## src/rtl/fetch_stage.sv

```systemverilog
// Instruction-fetch stage: owns the PC, drives the synchronous instruction ROM,
// buffers the fetched word until decode accepts it, and applies branch/exception redirects.
module fetch_stage #(
    parameter logic [31:0] RESET_PC = 32'h0000_0000
) (
    input  logic        clk,
    input  logic        resetn,
    output logic [31:0] inst_addr,
    input  logic [31:0] inst_rdata,
    input  logic        ID_allow_in,
    input  logic        jbr_taken,
    input  logic [31:0] jbr_target,
    input  logic        exc_valid,
    input  logic [31:0] exc_pc,
    output logic        IF_over,
    output logic [63:0] IF_ID_bus,
    output logic [31:0] IF_pc,
    output logic [31:0] IF_inst
);

    typedef enum logic [1:0] {
        S_REQ  = 2'd0,
        S_DATA = 2'd1,
        S_HOLD = 2'd2
    } state_e;

    state_e      state_q;
    logic [31:0] pc_q;
    logic [31:0] pc_d;
    logic        br_pending_q;
    logic [31:0] br_target_q;
    logic [31:0] inst_buf_q;
    logic        inst_valid;
    logic        handoff;

    assign inst_valid = (state_q == S_DATA) || (state_q == S_HOLD);
    assign IF_over    = inst_valid && !exc_valid;
    assign handoff    = IF_over && ID_allow_in;

    // A live branch in ID overrides one captured earlier; both apply after the delay slot.
    assign pc_d = jbr_taken    ? jbr_target  :
                  br_pending_q ? br_target_q :
                                 pc_q + 32'd4;

    always_comb begin
        IF_inst = 32'd0;
        unique case (state_q)
            S_DATA:  IF_inst = inst_rdata;
            S_HOLD:  IF_inst = inst_buf_q;
            default: IF_inst = 32'd0;
        endcase
    end

    assign inst_addr = pc_q;
    assign IF_pc     = pc_q;
    assign IF_ID_bus = {pc_q, IF_inst};

    // NOTE: all state below uses non-blocking assignments so every register
    // samples the pre-edge values, independent of statement order.
    always_ff @(posedge clk or negedge resetn) begin
        if (!resetn) begin
            state_q      <= S_REQ;
            pc_q         <= RESET_PC;
            br_pending_q <= 1'b0;
            br_target_q  <= 32'd0;
            inst_buf_q   <= 32'd0;
        end else if (exc_valid) begin
            state_q      <= S_REQ;
            pc_q         <= exc_pc;
            br_pending_q <= 1'b0;
        end else begin
            unique case (state_q)
                S_REQ: begin
                    state_q <= S_DATA;
                end
                S_DATA: begin
                    if (ID_allow_in) begin
                        pc_q    <= pc_d;
                        state_q <= S_REQ;
                    end else begin
                        inst_buf_q <= inst_rdata;
                        state_q    <= S_HOLD;
                    end
                end
                S_HOLD: begin
                    if (ID_allow_in) begin
                        pc_q    <= pc_d;
                        state_q <= S_REQ;
                    end
                end
                default: begin
                    state_q <= S_REQ;
                end
            endcase

            // Remember a redirect whose branch may leave ID before the delay slot is handed off.
            if (handoff) begin
                br_pending_q <= 1'b0;
            end else if (jbr_taken) begin
                br_pending_q <= 1'b1;
                br_target_q  <= jbr_target;
            end
        end
    end

endmodule
```

## config.mk

```make
export PLATFORM = sky130hd
export DESIGN_NAME = fetch_stage
export DESIGN_NICKNAME = d
export VERILOG_FILES = /design/src/rtl/fetch_stage.sv
export SDC_FILE = /design/constraint.sdc
export NUM_CORES = 1
export LEC_CHECK = 0
export BUFFER_PORTS_ARGS = -buffer_cell sky130_fd_sc_hd__buf_2
export CAP_MARGIN = 20
export CORE_MARGIN = 2
export CORE_UTILIZATION = 44
export CTS_CLUSTER_DIAMETER = 200
export CTS_CLUSTER_SIZE = 30
export DETAILED_ROUTE_END_ITERATION = 7
export PLACE_DENSITY_LB_ADDON = 0.25
export SLEW_MARGIN = 10
export SYNTH_ARGS = -nofsm -noshare
export SYNTH_HDL_FRONTEND = slang
export SYNTH_SLANG_ARGS = --single-unit
export TNS_END_PERCENT = 5
```

## constraint.sdc

```tcl
create_clock -name clk -period 2.21 [get_ports clk]
set_clock_uncertainty 0.15 [all_clocks]
set_input_delay 0.221 -clock clk [delete_from_list [all_inputs] [get_ports clk]]
set_output_delay 0.221 -clock clk [all_outputs]
set_load 0.005 [all_outputs]
```

==> results of run 1 <==
-- registers in the layout (all words and copies together) (netlist names) --
signal / cells
br_pending_q: 1
inst_buf_q: 32
state_q: 2
br_target_q: 32
IF_pc: 32
-- per-layer routing --
layer	share of wire [%]	vias up	track usage, %
li1	-	2826	-
met1	41	3015	33.0
met2	50	331	43.4
met3	6.5	57	3.43
met4	2.8	0	10.9
met5	0	-	0
-- kinds of logic after synthesis --
family / after synthesis
buf+inv: 150
simple gates: 160
xor+xnor: 5
flops: 99
mux: 72
compound gates: 162
fa+ha+maj: 4
-- repair_timing --
action / CTS / global route
gates resized for setup: 3 / 10
hold buffers: 86 / 0
cloned: 0 / 1
endpoints found under the hold margin: 116 / 0
setup endpoints to repair: 25 / 83
-- cell type report --
class                           instances  area share (%)
Sequential cell                        99            28.7
Clock inverter                          3           0.796
Clock buffer                           13            3.13
Timing Repair Buffer                  395            30.3
Inverter                                6           0.261
Tap cell                              180            2.61
Multi-Input combinational cell        403            34.3
-- cell usage after synthesis, types with 3 or more instances --
library cell and n:
inv_1 6, o211ai_1 8, ha_1 4, buf_2 10
o21ai_0 24, nor2_1 26, nand3_1 13, a21oi_1 18
buf_1 4, and3_1 7, nand2_1 38, a221o_1 6
o311ai_0 4, and4_1 6, buf_4 98, xor2_1 3
nand4_1 11, a221oi_1 12, o22ai_1 3, mux2i_1 8
a22oi_1 41, a2bb2oi_1 4, a31oi_1 4, nand2b_1 3
clkbuf_1 31, a22o_1 4, nor2b_1 34, o31ai_1 9
dfrtp_1 99, mux2_2 58, mux2_1 6, o221ai_1 3
a21o_1 4, nor3_1 8
-- worst reg2reg max path, cell delays in order (launching register included) --
cell     delay (ps)
dfrtp_1         380
inv_1           100
ha_4            300
and2_2          200
buf_6           170
a21oi_1         130
a21o_1          200
o211a_1         140
a221o_1         260
-- power groups by stage --
stage | Sequential (uW) | Clock [uW] | Combinational, uW
2_1_floorplan | 2430 | 0 | 1020
3_3_place_gp | 2440 | 0 | 1480
3_5_place_dp | 2470 | 0 | 1520
4_1_cts | 2440 | 1840 | 1640
5_1_grt | 2500 | 1890 | 1830
6_report | 2450 | 1810 | 1660
-- through the flow --
step	cell area (um^2)	worst slack, ps
after floorplan	6360	-36.7
after global placement	7370	88.4
after detailed placement	7370	-12.9
after CTS	8580	-37.3
after global routing	8640	-5.63
final	8640	76.2
-- worst paths after layout --
check	startpoint	end	slack, ps	depth (start not counted)
setup / recovery	state_q[0]$_DFFE_PN0P_	IF_ID_bus[8]	80	6
hold / removal	jbr_target[9]	br_target_q[9]$_DFFE_PN0P_	2	2
setup reg to reg	state_q[0]$_DFFE_PN0P_	IF_pc[27]$_DFFE_PN0P_	80	8
hold reg to reg	br_target_q[20]$_DFFE_PN0P_	br_target_q[20]$_DFFE_PN0P_	350	1
max in group asynchronous	resetn	br_target_q[16]$_DFFE_PN0P_	880	3
min in group asynchronous	resetn	br_target_q[8]$_DFFE_PN0P_	210	2
==> out/qor.csv, run 1 <==
stage;metric;value;unit
setup_path;WP buf/inv;3;
setup_path;crit start category;flip-flop;
place;DP HPWL;13900;um
synthesis;top post-synthesis cells by area;dfrtp_1 39%, buf_4 12%, mux2_2 10%;
clocking;clk sinks;99;
clocking;worst-case clock buffer depth;2;
power_and_ir_drop;Seq pwr share;41.3;%
power_and_ir_drop;Gate power share;28.1;%
finish;most common cell after layout, fill and taps aside;buf_2;
power_and_ir_drop;Switching Fraction;29.7;%
clocking;Clk Latency, worst-skew pair;360;ps
synthesis;mux contribution to synthesized area;12.6;%
drt;WL/cell;18.5;um
setup_path;worst path cell trace;inv_1, ha_2, clkbuf_16, a22oi_1, nor2b_1, buf_2;
drt;Final ANT Viol Nets;0;
setup_path;Worst Setup End Kind;output pin;
setup_path;family with the most delay on the worst path;buffers and inverters;
power_and_ir_drop;Clock Power Share;30.6;%
setup_path;Worst EP required;1840;ps
setup_path;CP arrival;1760;ps
timing;post-layout minimum cycle time;2130;ps
run;max-cap viol count;0;
synthesis;simple-gate portion of the synthesized area;13.4;%
timing;final worst-path cycle share;96.6;%
synthesis;post-synthesis adder-cell area fraction;0.787;%
timing;Worst-Margin Slew;526;ps
synthesis;Yosys warning count;0;
floorplanning;Initial Util;45.4;%
timing;# setup viols final;0;
synthesis;Synth Area in Compound Gates;18.6;%
clocking;clock-pin slew on the worst setup and hold paths;70;ps
synthesis;cell area after synthesis;6360;um^2
clocking;Root Driver;clkbuf_16;
grt;vias in the first global route;6033;
power_and_ir_drop;peak supply drop;0.391;mV
power_and_ir_drop;Internal;4160;uW
synthesis;Mapped Cells;652;
setup_path;Worst path slowest cell;dfrtp_1;
floorplanning;DIE AREA;15400;um^2
timing;Peak Freq;0.469;GHz
floorplanning;row cnt;43;
synthesis;sequential-to-total area share from yosys stat;39.0;%
floorplanning;die width;124;um
finish;Nets;1019;
clocking;setup repair bufs after CTS;0;
synthesis;Avg Cell Area, Syn;9.75;um^2
grt;Tot GR Track Use;25.7;%
clocking;total CTS buffers;9;
finish;ratio of cells with drive above 1 in the final layout;42.8;%
synthesis;Synth cell types;59;
grt;first-pass GRT wire length;30700;um
grt;grt ovf;0;
synthesis;Synth Area in XOR/XNOR;0.689;%
drt;routed via count;6229;
floorplanning;num ports;262;
timing;hold_ws;2.01;ps
synthesis;syn nets;757;
drt;Remaining DRCs;0;
synthesis;ys flop type;dfrtp_1;
synthesis;post-synth top area share;39.0;%
floorplanning;die extent in y;124;um
timing;Slew headroom;65.0;%
power_and_ir_drop;Total Power;5920;uW
synthesis;leading area contributor after synthesis;dfrtp_1;
synthesis;Yosys reg bits;99;
finish;# diodes;0;
power_and_ir_drop;Leak;0.00404;uW
timing;Slew Limit Fails;0;
finish;Area Growth Syn to Fin;36.0;%
floorplanning;CORE AREA;14000;um^2
place;Placed Instances;996;
timing;unrepaired setup endpoints after global routing;true;
setup_path;Worst Setup Path Type;reg2out;
synthesis;number of synthesized flops with an enable pin;0;
place;Port Buffers;261;
drt;DR pass1 iterations;5;
status;status;finished clean;
setup_path;critical-path maximum fanout;17;
grt;largest net degree at the start of global routing;36;
drt;vias per cell;5.67;
finish;Multi-input gate area;2960;um^2
place;GPL Wtd Cong;0.887;
finish;Register Area;2480;um^2
power_and_ir_drop;Cell Pwr Density;685;nW/um^2
clocking;CTS tree;yes;
drt;initial DRC count;688;
drt;final WL;20300;um
setup_path;Crit path largest cell delay;400;ps
finish;post-route core utilization;61.8;%
synthesis;largest family of logic cells by synthesized area;compound AO/OA/AOI/OAI gates;
finish;Layout Cells excl Fill;1099;
timing;Fin. Hold Viols;0;
synthesis;ys async rst share;100;%
power_and_ir_drop;Switch Pwr;1760;uW
grt;initial antenna violation count;0;
finish;most frequent cells in the layout;260 x buf_2, 99 x dfrtp_1, 86 x dlygate4sd3_1, 58 x mux2_2;
finish;Fillers;1163;
timing;setup TNS;0;ps
worst_hold_path;Hold Path Class;in2reg;
clocking;H-tree Lvls;3;
Power figures use the tool's default switching activity.
==> inputs of run 2 (changes only) <==
--- a/config.mk
+++ b/config.mk
@@ -12,7 +12,7 @@
 export CTS_CLUSTER_DIAMETER = 200
 export CTS_CLUSTER_SIZE = 30
 export DETAILED_ROUTE_END_ITERATION = 7
-export PLACE_DENSITY_LB_ADDON = 0.25
+export PLACE_DENSITY_LB_ADDON = 0.08
 export SLEW_MARGIN = 10
 export SYNTH_ARGS = -nofsm -noshare
 export SYNTH_HDL_FRONTEND = slang
==> run 2 against run 1 <==
Worst setup slack improved by 49 ps; combinational power about the same; wire length decreased by 4.6%; core utilization decreased by 0.11 points; flip-flop and latch count unchanged; sequential power about the same; count of clock-buffer cells in the layout decreased by 2; hold slack improved by 23 ps; first-iteration DRC count decreased by 34%; critical path type is now reg2reg.
==> out/qor.csv, run 2 (synthesis results as in run 1) <==
stage;metric;value;unit;change
status;status;finished clean;;
timing;Slew Limit Fails;0;;unchanged
finish;post-route core utilization;61.7;%;-0.11 points
setup_path;Crit path largest cell delay;410;ps;about the same
floorplanning;Initial Util;45.4;%;unchanged
finish;ratio of cells with drive above 1 in the final layout;42.7;%;about the same
clocking;total CTS buffers;9;;unchanged
setup_path;WP buf/inv;2;;-1
drt;Remaining DRCs;0;;unchanged
setup_path;Worst path slowest cell;o311ai_0;;
timing;Peak Freq;0.480;GHz;+2.4%
drt;routed via count;6162;;-1.1%
finish;finished layout cell area;8630;um^2;-0.17%
place;Port Buffers;261;;unchanged
setup_path;Worst EP required;2270;ps;+430 ps
floorplanning;row cnt;43;;unchanged
place;Post-DP Area;7380;um^2;+0.10%
place;GPL Wtd Cong;0.904;;+1.9%
drt;WL/cell;17.6;um;-5.0%
timing;setup TNS;0;ps;unchanged
setup_path;crit start category;flip-flop;;
finish;Nets;1024;;+0.49%
finish;most common cell after layout, fill and taps aside;buf_2;;
finish;Area Growth Syn to Fin;35.7;%;
grt;Tot GR Track Use;25.2;%;-0.51 points
clocking;CTS tree;yes;;
finish;# diodes;0;;unchanged
timing;Slew headroom;69.3;%;+4.3 points
clocking;worst-case clock buffer depth;2;;unchanged
grt;largest net degree at the start of global routing;53;;+47%
floorplanning;num ports;262;;unchanged
worst_hold_path;Hold Path Class;in2reg;;
clocking;H-tree Lvls;3;;unchanged
grt;grt ovf;0;;unchanged
setup_path;worst path cell trace;inv_1, ha_2, and2_2, nor2_4, buf_4, o311ai_0, o31ai_1;;
drt;Final ANT Viol Nets;0;;unchanged
timing;unrepaired setup endpoints after global routing;false;;
grt;vias in the first global route;5907;;-2.1%
timing;post-layout minimum cycle time;2080;ps;-49.5 ps
power_and_ir_drop;Cell Pwr Density;656;nW/um^2;-4.1%
power_and_ir_drop;peak supply drop;0.448;mV;+15%
drt;final WL;19400;um;-4.6%
setup_path;Worst Setup End Kind;flip-flop;;
clocking;clock-pin slew on the worst setup and hold paths;70;ps;about the same
setup_path;CP arrival;2140;ps;+380 ps
floorplanning;die width;124;um;unchanged
timing;final worst-path cycle share;94.3;%;-2.2 points
floorplanning;die extent in y;124;um;unchanged
timing;Fin. Hold Viols;0;;unchanged
timing;# setup viols final;0;;unchanged
grt;initial antenna violation count;0;;unchanged
power_and_ir_drop;Leak;0.00404;uW;about the same
setup_path;R2R setup slack;130;ps;+50 ps
grt;first-pass GRT wire length;30000;um;-2.4%
drt;initial DRC count;454;;-34%
finish;most frequent cells in the layout;260 x buf_2, 99 x dfrtp_1, 90 x dlygate4sd3_1, 58 x mux2_2, 44 x buf_4;;
clocking;clk sinks;99;;unchanged
drt;DR pass1 iterations;5;;unchanged
setup_path;family with the most delay on the worst path;compound AO/OA/AOI/OAI gates;;
setup_path;critical-path maximum fanout;6;;-11
setup_path;Worst Setup Path Type;reg2reg;;
timing;hold_ws;24.6;ps;+22.6 ps
run;max-cap viol count;0;;unchanged
clocking;Clk Latency, worst-skew pair;350;ps;about the same
place;DP HPWL;13400;um;-3.5%
floorplanning;CORE AREA;14000;um^2;unchanged
clocking;Root Driver;clkbuf_16;;
drt;vias per cell;5.58;;-1.5%
floorplanning;DIE AREA;15400;um^2;unchanged
timing;Worst-Margin Slew;455;ps;-70.7 ps
==> run 2: cell count changes in the layout (fill, tap and decap cells not counted), sizes merged <==
cell	previous run	this run
dlygate4sd3	86	90
clkbuf	14	11
buf	308	310
clkinv	1	3
bufinv	2	1
clkinvlp	0	1
==> run 2: power by group <==
| group | internal [uW] | total [uW] | switching, uW |
|---|---|---|---|
| registers | 2170 | 2420 | 248 |
| clock network | 903 | 1580 | 672 |
| logic | 905 | 1670 | 760 |
| total | 3980 | 5660 | 1680 |
==> run 2: tightest hold or removal path, stage by stage <==
cell	delay, ps
buf_2	100
nor2_1	90
nor3_1	60
==> run 2: cell type report <==
type,count,area [um^2]
clock buffer,11,243
fill,1206,5360
clock inverter,5,52.6
sequential,99,2480
multi-input combinational,403,2950
inverter,6,22.5
timing repair buffer,400,2650
tap,180,225
==> run 2: final timing paths <==
path	startpoint	to	depth (start not counted)
max	state_q[1]$_DFFE_PN0P_	IF_pc[28]$_DFFE_PN0P_	7
min	exc_pc[7]	IF_pc[7]$_DFFE_PN0P_	3
max reg2reg	state_q[1]$_DFFE_PN0P_	IF_pc[28]$_DFFE_PN0P_	7
min reg2reg	br_target_q[20]$_DFFE_PN0P_	br_target_q[20]$_DFFE_PN0P_	1
max in group asynchronous	resetn	br_target_q[9]$_DFFE_PN0P_	3
min in group asynchronous	resetn	br_target_q[11]$_DFFE_PN0P_	2
==> run 2: repair_timing <==
| item | CTS | global route |
|---|---|---|
| endpoints found under the setup margin | 3 | 84 |
| buffers inserted | 0 | 1 |
| hold buffers | 90 | 0 |
| resized for setup | 2 | 13 |
| endpoints found under the hold margin | 117 | 0 |
| pin swaps | 0 | 1 |
==> run 2: through the flow <==
step	setup WS (ps)	std cells	total power, uW
finish	126	1104	5660
global placement	65.2	997	3920
detailed placement	12.4	997	3970
CTS	0.485	1103	5700
global route	3.10	1104	6020
floorplan	-36.7	652	3450
==> run 2: per-layer routing <==
| metal | track usage, % | share of wire (%) | routed length (um) | vias to the layer above |
|---|---|---|---|---|
| li1 | - | - | - | 2836 |
| met1 | 32.9 | 42 | 8190 | 3033 |
| met2 | 42.8 | 51 | 9810 | 269 |
| met3 | 4.99 | 6.1 | 1180 | 24 |
| met4 | 6.18 | 1.1 | 208 | 0 |
| met5 | 0 | 0 | 0 | - |
